File: src/rtl/fifo_sram_scheduler.sv
// Round-robin scheduler for a single-port SRAM FIFO: arbitrates producer/consumer
// access, hides the SRAM read latency, issues flushes and tracks occupancy.
module fifo_sram_scheduler #(
   parameter int BUS_WIDTH = 8,
   parameter int RD_LAT    = 1,
   parameter int CNT_W     = 11
) (
   input  logic                 clk,
   input  logic                 n_rst,
   input  logic                 flush_req,
   input  logic                 wr_req,
   input  logic [BUS_WIDTH-1:0] wr_data,
   output logic                 wr_ack,
   input  logic                 rd_req,
   output logic                 rd_ack,
   output logic [BUS_WIDTH-1:0] rd_data,
   output logic                 rd_valid,
   input  logic                 fifo_full,
   input  logic                 fifo_empty,
   input  logic [BUS_WIDTH-1:0] fifo_data_o,
   output logic [BUS_WIDTH-1:0] fifo_data_i,
   output logic                 fifo_w_enable,
   output logic                 fifo_r_enable,
   output logic                 fifo_clear,
   output logic [CNT_W-1:0]     occupancy,
   output logic                 busy
);

   typedef enum logic [1:0] {S_IDLE, S_RD_WAIT, S_RD_OUT, S_FLUSH} state_t;

   localparam logic [1:0] LAT_LAST = 2'(RD_LAT - 1);

   state_t               state_q, state_d;
   logic                 last_rd_q, last_rd_d;
   logic [1:0]           lat_cnt_q, lat_cnt_d;
   logic [BUS_WIDTH-1:0] rd_data_q, rd_data_d;
   logic [CNT_W-1:0]     occ_q, occ_d;

   logic w_elig, r_elig, arb_en, grant_w, grant_r, clear;

   always_comb begin
      w_elig  = wr_req & ~fifo_full;
      r_elig  = rd_req & ~fifo_empty;
      // Gating with n_rst keeps the Mealy acks low while reset is held.
      arb_en  = n_rst & ~flush_req & ((state_q == S_IDLE) | (state_q == S_RD_OUT));
      grant_w = arb_en & w_elig & (~r_elig | last_rd_q);
      grant_r = arb_en & r_elig & ~grant_w;
      clear   = (state_q == S_FLUSH);
   end

   always_comb begin
      state_d   = state_q;
      last_rd_d = last_rd_q;
      lat_cnt_d = lat_cnt_q;
      rd_data_d = rd_data_q;
      if (grant_w) last_rd_d = 1'b0;
      if (grant_r) last_rd_d = 1'b1;
      if (flush_req) begin
         state_d = S_FLUSH;
      end else begin
         case (state_q)
            S_IDLE, S_RD_OUT: begin
               state_d   = grant_r ? S_RD_WAIT : S_IDLE;
               lat_cnt_d = 2'd0;
            end
            S_RD_WAIT: begin
               if (lat_cnt_q == LAT_LAST) begin
                  rd_data_d = fifo_data_o;
                  state_d   = S_RD_OUT;
               end else begin
                  lat_cnt_d = lat_cnt_q + 2'd1;
               end
            end
            S_FLUSH: state_d = S_IDLE;
            default: state_d = S_IDLE;
         endcase
      end
   end

   // Counter saturates at both ends rather than wrapping.
   always_comb begin
      occ_d = occ_q;
      if (clear)
         occ_d = '0;
      else if (grant_w && (occ_q != '1))
         occ_d = occ_q + 1'b1;
      else if (grant_r && (occ_q != '0))
         occ_d = occ_q - 1'b1;
   end

   always_ff @(posedge clk or negedge n_rst) begin
      if (!n_rst) begin
         state_q   <= S_IDLE;
         last_rd_q <= 1'b1;
         lat_cnt_q <= 2'd0;
         rd_data_q <= '0;
         occ_q     <= '0;
      end else begin
         state_q   <= state_d;
         last_rd_q <= last_rd_d;
         lat_cnt_q <= lat_cnt_d;
         rd_data_q <= rd_data_d;
         occ_q     <= occ_d;
      end
   end

   assign wr_ack        = grant_w;
   assign fifo_w_enable = grant_w;
   assign rd_ack        = grant_r;
   assign fifo_r_enable = grant_r;
   // A flush arriving in RD_OUT aborts the pending read's valid pulse.
   assign rd_valid      = n_rst & (state_q == S_RD_OUT) & ~flush_req;
   assign rd_data       = rd_data_q;
   assign fifo_clear    = clear;
   assign fifo_data_i   = wr_data;
   assign occupancy     = occ_q;
   assign busy          = (state_q != S_IDLE);

endmodule

File: config.mk
export PLATFORM = sky130hd
export DESIGN_NAME = fifo_sram_scheduler
export DESIGN_NICKNAME = d
export VERILOG_FILES = /design/src/rtl/fifo_sram_scheduler.sv
export SDC_FILE = /design/constraint.sdc
export NUM_CORES = 1
export LEC_CHECK = 0
export BUFFER_PORTS_ARGS = -buffer_cell sky130_fd_sc_hd__clkbuf_2
export CELL_PAD_IN_SITES_DETAIL_PLACEMENT = 1
export CELL_PAD_IN_SITES_GLOBAL_PLACEMENT = 2
export CORE_MARGIN = 8
export CORE_UTILIZATION = 30
export CTS_BUF_LIST = sky130_fd_sc_hd__clkbuf_4
export CTS_CLUSTER_SIZE = 25
export DETAILED_ROUTE_END_ITERATION = 7
export GPL_TIMING_DRIVEN = 0
export HOLD_SLACK_MARGIN = 0.05
export PLACE_DENSITY_LB_ADDON = 0.12
export SETUP_SLACK_MARGIN = 0.5
export SLEW_MARGIN = 15
export SYNTH_ARGS = -nofsm -noshare
export SYNTH_HDL_FRONTEND = slang
export SYNTH_SLANG_ARGS = --single-unit
File: constraint.sdc
create_clock -name clk -period 3.44 [get_ports clk]
set_input_delay 0.688 -clock clk [delete_from_list [all_inputs] [get_ports clk]]
set_output_delay 0.688 -clock clk [all_outputs]
set_load 0.005 [all_outputs]
=== Word level (Yosys, flattened, before mapping) ===
Cells that the tools add are included.

* Bits in registers: 24
* Input bits: 23
* Output and inout bits: 34

* $add $sub $neg: 3
* Equal/unequal tests: 6
* Multiplexer cells: 11
* Bitwise operators: 17
* Reductions and logical operators: 12

{| class="wikitable"
|+ Operator list
! cell !! number
|-
| 11-bit 2-to-1 mux || 3
|-
| 11-bit by 1-bit adder with 11-bit output, second input constant || 1
|-
| 11-bit inequality test, second input constant || 1
|-
| 11-bit nonzero test || 1
|-
| 11-bit by 1-bit subtractor with 11-bit output, second input constant || 1
|-
| 1-bit AND || 10
|-
| 2-bit 2-to-1 mux || 3
|-
| 2-bit one-hot mux with 3 select lines || 1
|-
| 3-bit AND reduction || 2
|-
| 2-bit nonzero test || 3
|-
| 1-bit inverter || 5
|-
| 2-bit == test, second input constant || 2
|-
| 2-bit logical NOT || 2
|-
| 2-bit one-hot mux with 2 select lines || 1
|-
| 1-bit 2-to-1 mux || 3
|-
| 3-bit inequality test, second input constant || 1
|-
| 3-bit nonzero test || 1
|-
| 2-bit by 1-bit adder with 2-bit output, second input constant || 1
|-
| 2-bit by 1-bit == test with 1-bit output, second input constant || 1
|-
| 1-bit logical AND || 2
|-
| 2-bit inequality test, second input constant || 1
|-
| 1-bit OR || 2
|-
| 2-bit OR reduction || 1
|}

=== Longest topological paths before layout ===
* Depth after elaboration: 11
* Mapped depth: 10

=== Worst setup path before layout ===
OpenSTA, ideal clock, no wires.

* Path type: input -> register
* Start point: input flush_req
* End point: register occ_q[10], in the netlist occupancy[10]
* Library setup time: 0.127 ns
* Arrival: 3.143 ns
* Setup slack: 0.170 ns
* Cell stages on the path: 10
* Cells stage by stage: buf_6 nor2_1 o2111a_1 nand2_1 fa_1 a21o_1 a221oi_1 o211ai_1 nor4b_1 a311o_2

* Longest elaborated chain between the ends: 9
* Elaborated cells on any way between the ends: 13
* Those cells by class: mux (2); bitwise (8); reduce/logical (3)

{| class="wikitable"
|+ RTL lines
! element !! line !! source
|-
| start: declaration || 10 || <nowiki>input logic flush_req,</nowiki>
|-
| 1-bit inverter (no source line) * || - ||
|-
| 1-bit AND * (2 in series) || 45 || <nowiki>arb_en = n_rst & ~flush_req & ((state_q == S_IDLE) | (state_q == S_RD_OUT));</nowiki>
|-
| 1-bit AND * (2 in series) || 46 || <nowiki>grant_w = arb_en & w_elig & (~r_elig | last_rd_q);</nowiki>
|-
| via fifo_w_enable || 22 || <nowiki>output logic fifo_w_enable,</nowiki>
|-
| 1-bit inverter || 47 || <nowiki>grant_r = arb_en & r_elig & ~grant_w;</nowiki>
|-
| 1-bit AND || 47 ||
|-
| 1-bit logical AND || 87 || <nowiki>else if (grant_r && (occ_q != '0))</nowiki>
|-
| 3-bit nonzero test (no source line) || - ||
|-
| end signal: assignment || 97 || <nowiki>occ_q <= '0;</nowiki>
|-
| end signal: assignment || 103 || <nowiki>occ_q <= occ_d;</nowiki>
|-
| end: declaration || 37 || <nowiki>logic [CNT_W-1:0] occ_q, occ_d;</nowiki>
|}

The timed path passes the listed nets; every way through them passes the cells marked *.
A chain may end at the register's enable or synchronous reset.

=== Final worst setup path ===
* Start point: input wr_req
* End point: register occ_q[10], in the netlist occupancy[10]

* Longest elaborated chain between the ends: 7
* Elaborated cells on any way between the ends: 10
* Those cells by class: mux (2); bitwise (5); reduce/logical (3)

{| class="wikitable"
|+ RTL lines
! element !! line !! source
|-
| start: declaration || 11 || <nowiki>input logic wr_req,</nowiki>
|-
| 1-bit AND * || 42 || <nowiki>w_elig = wr_req & ~fifo_full;</nowiki>
|-
| 1-bit AND * (2 in series) || 46 ||
|-
| 1-bit inverter || 47 ||
|-
| 1-bit AND || 47 ||
|-
| 1-bit logical AND || 87 ||
|-
| 3-bit nonzero test (no source line) || - ||
|}

Every way passes the cells marked *; elsewhere a longest branch is shown, timed or not.

==> results.toml <==
[route]
wl_per_cell_um = 15.6
via_count = 1519
ant_nets = 0
drc = 0
drt-initial-drc-count = 41
first_pass_iters = 2
avgViaCountPerCell = 4.96
drt_wl_total_mm = 4.78

[place]
place_ws_ps = -263
numPortBuffers = 47
dp_hpwl_mm = 3.67
placedCellCount = 287
globalplace.congestion = 0.767

[layout]
instances_no_fill = 306
fillers = 629
seqCellArea_sq_um = 611
insertedDiodeCount = 0
nets = 272
area_growth_pct = 35.1
utilization_pct = 42.0
multi_input_area_sq_um = 913
drive_gt1_share_pct = 44.9

[die]
die_h_um = 89.0
die_area_sq_um = 7920
row_count = 26
start_util_pct = 31.1
fp.dieW_um = 89.0
io-pin-count = 57
design.core.area_sq_um = 5140

[clock_network]
clock_path_buffers = 2
path_clk_slew_ps = 150
htree_levels = 1
cts_tree = "yes"
clock_latency_ps = 320
cts_buffers = 3
cts_root_buffer = "clkbuf_4"
clkSinkCount = 24

[outcome]
outcome = "finished clean"

[global_routing]
grt-ovfl-total = 0
grt_pass1_wl_mm = 7.75
track_usage_pct = 12.3
grt_pass1_vias = 1647
antenna_found_initial = 0
grt_start_max_net_pins = 27

[synth]
ys.warnings.count = 0
synth-seq-cells = 24
synth_cell_types = 44
syn_nets = 205
synth_edf_count = 0
synth_area_sq_um = 1600
ys_async_sr_fraction_pct = 100
avgSynthCellArea_sq_um = 9.41
yosysSeqAreaShare_pct = 37.6
synth_ff_type = "dfrtp_1"
synthCells = 170

[timing]
fin_skew_ps = 7.04
timing.fmax_mhz = 352
rsz0062_at_grt = "no"
maxSlewHeadroom_pct = 49.3
hold_viol = 0
worst_pin_slew_ps = 758
post-route-period-util_pct = 82.6
finalSetupViolations = 0
final.min_clock_period_ps = 2840
maxSlewViolCount = 0
setup_ws_ps = 598

[power_and_ir_drop]
internal_power_mw = 0.637
p_sw_share_pct = 32.7
netSwitchingPower_mw = 0.310
peakVddDrop_uv = 157
clockPowerShare_pct = 22.4
power_density_nw_per_um2 = 438
cellLeakagePower_nw = 1.05
sequentialPowerShare_pct = 37.7
pwr-share-comb_pct = 39.9

[setup_path]
path_max_fanout = 9
slowest_delay_ps = 370
endpoint_kind = "register"
crit_slowest_cell = "a311o_2"
cp.required_ps = 3670
crit_type = "primary input to register"
critical_path_arrival_ps = 3070
reg2reg_slack_ps = 620
cp.buffers_inverters = 1
path_cells = "clkbuf_2 > nor2b_2 > o2111a_2 > nand2_8 > fa_2 > a21o_1 > a221oi_2 > o211ai_1 > nor4b_1 > a311o_2"
startpoint_type = "primary input"
crit_family = "compound AO/OA/AOI/OAI gates"

[hold_path]
hp-class = "primary input to async pin"

[flow_run]
max_cap_violations = 0
==> power by group through the flow <==
stage          clock, mW  sequential (mW)  combinational (mW)
2_1_floorplan          0            0.367               0.222
3_3_place_gp           0            0.370               0.328
3_5_place_dp           0            0.374               0.336
4_1_cts            0.215            0.357               0.366
5_1_grt            0.223            0.364               0.424
6_report           0.212            0.357               0.378
==> Yosys cell counts, drive strengths merged, types with 2 or more instances <==
library cell | number | area (sq um)
or2 | 2 | 12.5
and3 | 2 | 12.5
o211ai | 2 | 15.0
nand2b | 2 | 12.5
dfrtp | 23 | 576
or4 | 2 | 15.0
a21o | 3 | 22.5
nor4 | 2 | 12.5
nor3 | 2 | 10.0
inv | 10 | 37.5
or3 | 3 | 18.8
xnor2 | 5 | 43.8
o21ai | 6 | 30.0
mux2 | 8 | 90.1
a22o | 2 | 17.5
a211oi | 3 | 22.5
ha | 11 | 138
buf | 12 | 91.3
nor2 | 8 | 30.0
a21oi | 15 | 75.1
nand4 | 4 | 25.0
a311o | 2 | 21.3
nand3 | 7 | 35.0
nand2 | 17 | 63.8
==> stage by stage <==
step / total power [mW] / hold slack (ps) / TNS [ps] / cell area [sq um]
after floorplan: 0.589 / 392 / 0 / 1620
after CTS: 0.938 / 207 / 0 / 2070
after detailed placement: 0.710 / 503 / -263 / 1940
after global placement: 0.698 / 488 / -213 / 1940
final: 0.946 / 150 / 0 / 2160
after global routing: 1.01 / 141 / 0 / 2160
==> per-layer routing <==
layer,global-route usage (%),wire length (um),part of all wire [%]
met4,3.63,40,0.84
met3,1.75,247,5.2
met2,23.0,2460,51
met5,0,0,0
met1,13.9,2030,43
==> final timing paths <==
check / from / endpoint / cells past startpoint
worst min-delay path: n_rst / occupancy[6] / 1
min in group clk: last_rd_q / last_rd_q / 2
worst max-delay path: wr_req / occupancy[10] / 10
worst min register to register: last_rd_q / last_rd_q / 2
max in group asynchronous: n_rst / last_rd_q / 1
worst max register to register: last_rd_q / occupancy[10] / 8
==> registers in the layout, indices dropped and copies added (netlist names) <==
register and count:
occupancy 11, rd_data 8, lat_cnt_q 2, state_q 2
last_rd_q 1
==> final cells by class <==
class	count	area share [%]
Tap cell	70	4.06
Buffer	13	4.40
Sequential cell	24	28.3
Multi-Input combinational cell	123	42.3
Clock inverter	1	1.39
Timing Repair Buffer	62	16.8
Inverter	10	1.74
Clock buffer	3	1.04
==> cell usage in the layout (no fill, tap or decap), drive strengths merged, types with 2 or more instances in the layout <==
cell type,synthesis,layout
nor2,8,8
or3,3,3
nor3,2,2
o211ai,2,2
a211oi,3,3
xnor2,5,5
mux2,8,8
nand3,7,7
nor4,2,2
a21oi,15,15
o21ai,6,6
buf,12,28
a311o,2,2
nand2b,2,2
a21o,3,3
or4,2,2
and3,2,2
dfrtp,23,23
inv,10,10
or2,2,2
nand4,4,4
ha,11,11
nand2,17,17
clkbuf,1,50
a22o,2,2
==> cells by family after synthesis <==
group | count (synthesis) | synth area share (%)
AOI/OAI and AO/OA | 40 | 16.7
adders and majority gates | 12 | 9.86
muxes | 9 | 6.26
and+or+nand+nor | 56 | 18.0
buffers and inverters | 23 | 8.29
DFF | 24 | 37.6
xor gates and xnor gates | 6 | 3.29
==> what timing repair did <==
action                     4_1_cts  5_1_grt
setup endpoints to repair        5        1
resized for setup                5       11
buffers inserted                 9        6
pin swaps                        2        4
hold buffers                     0        0
(Power assumes the default switching activity.)
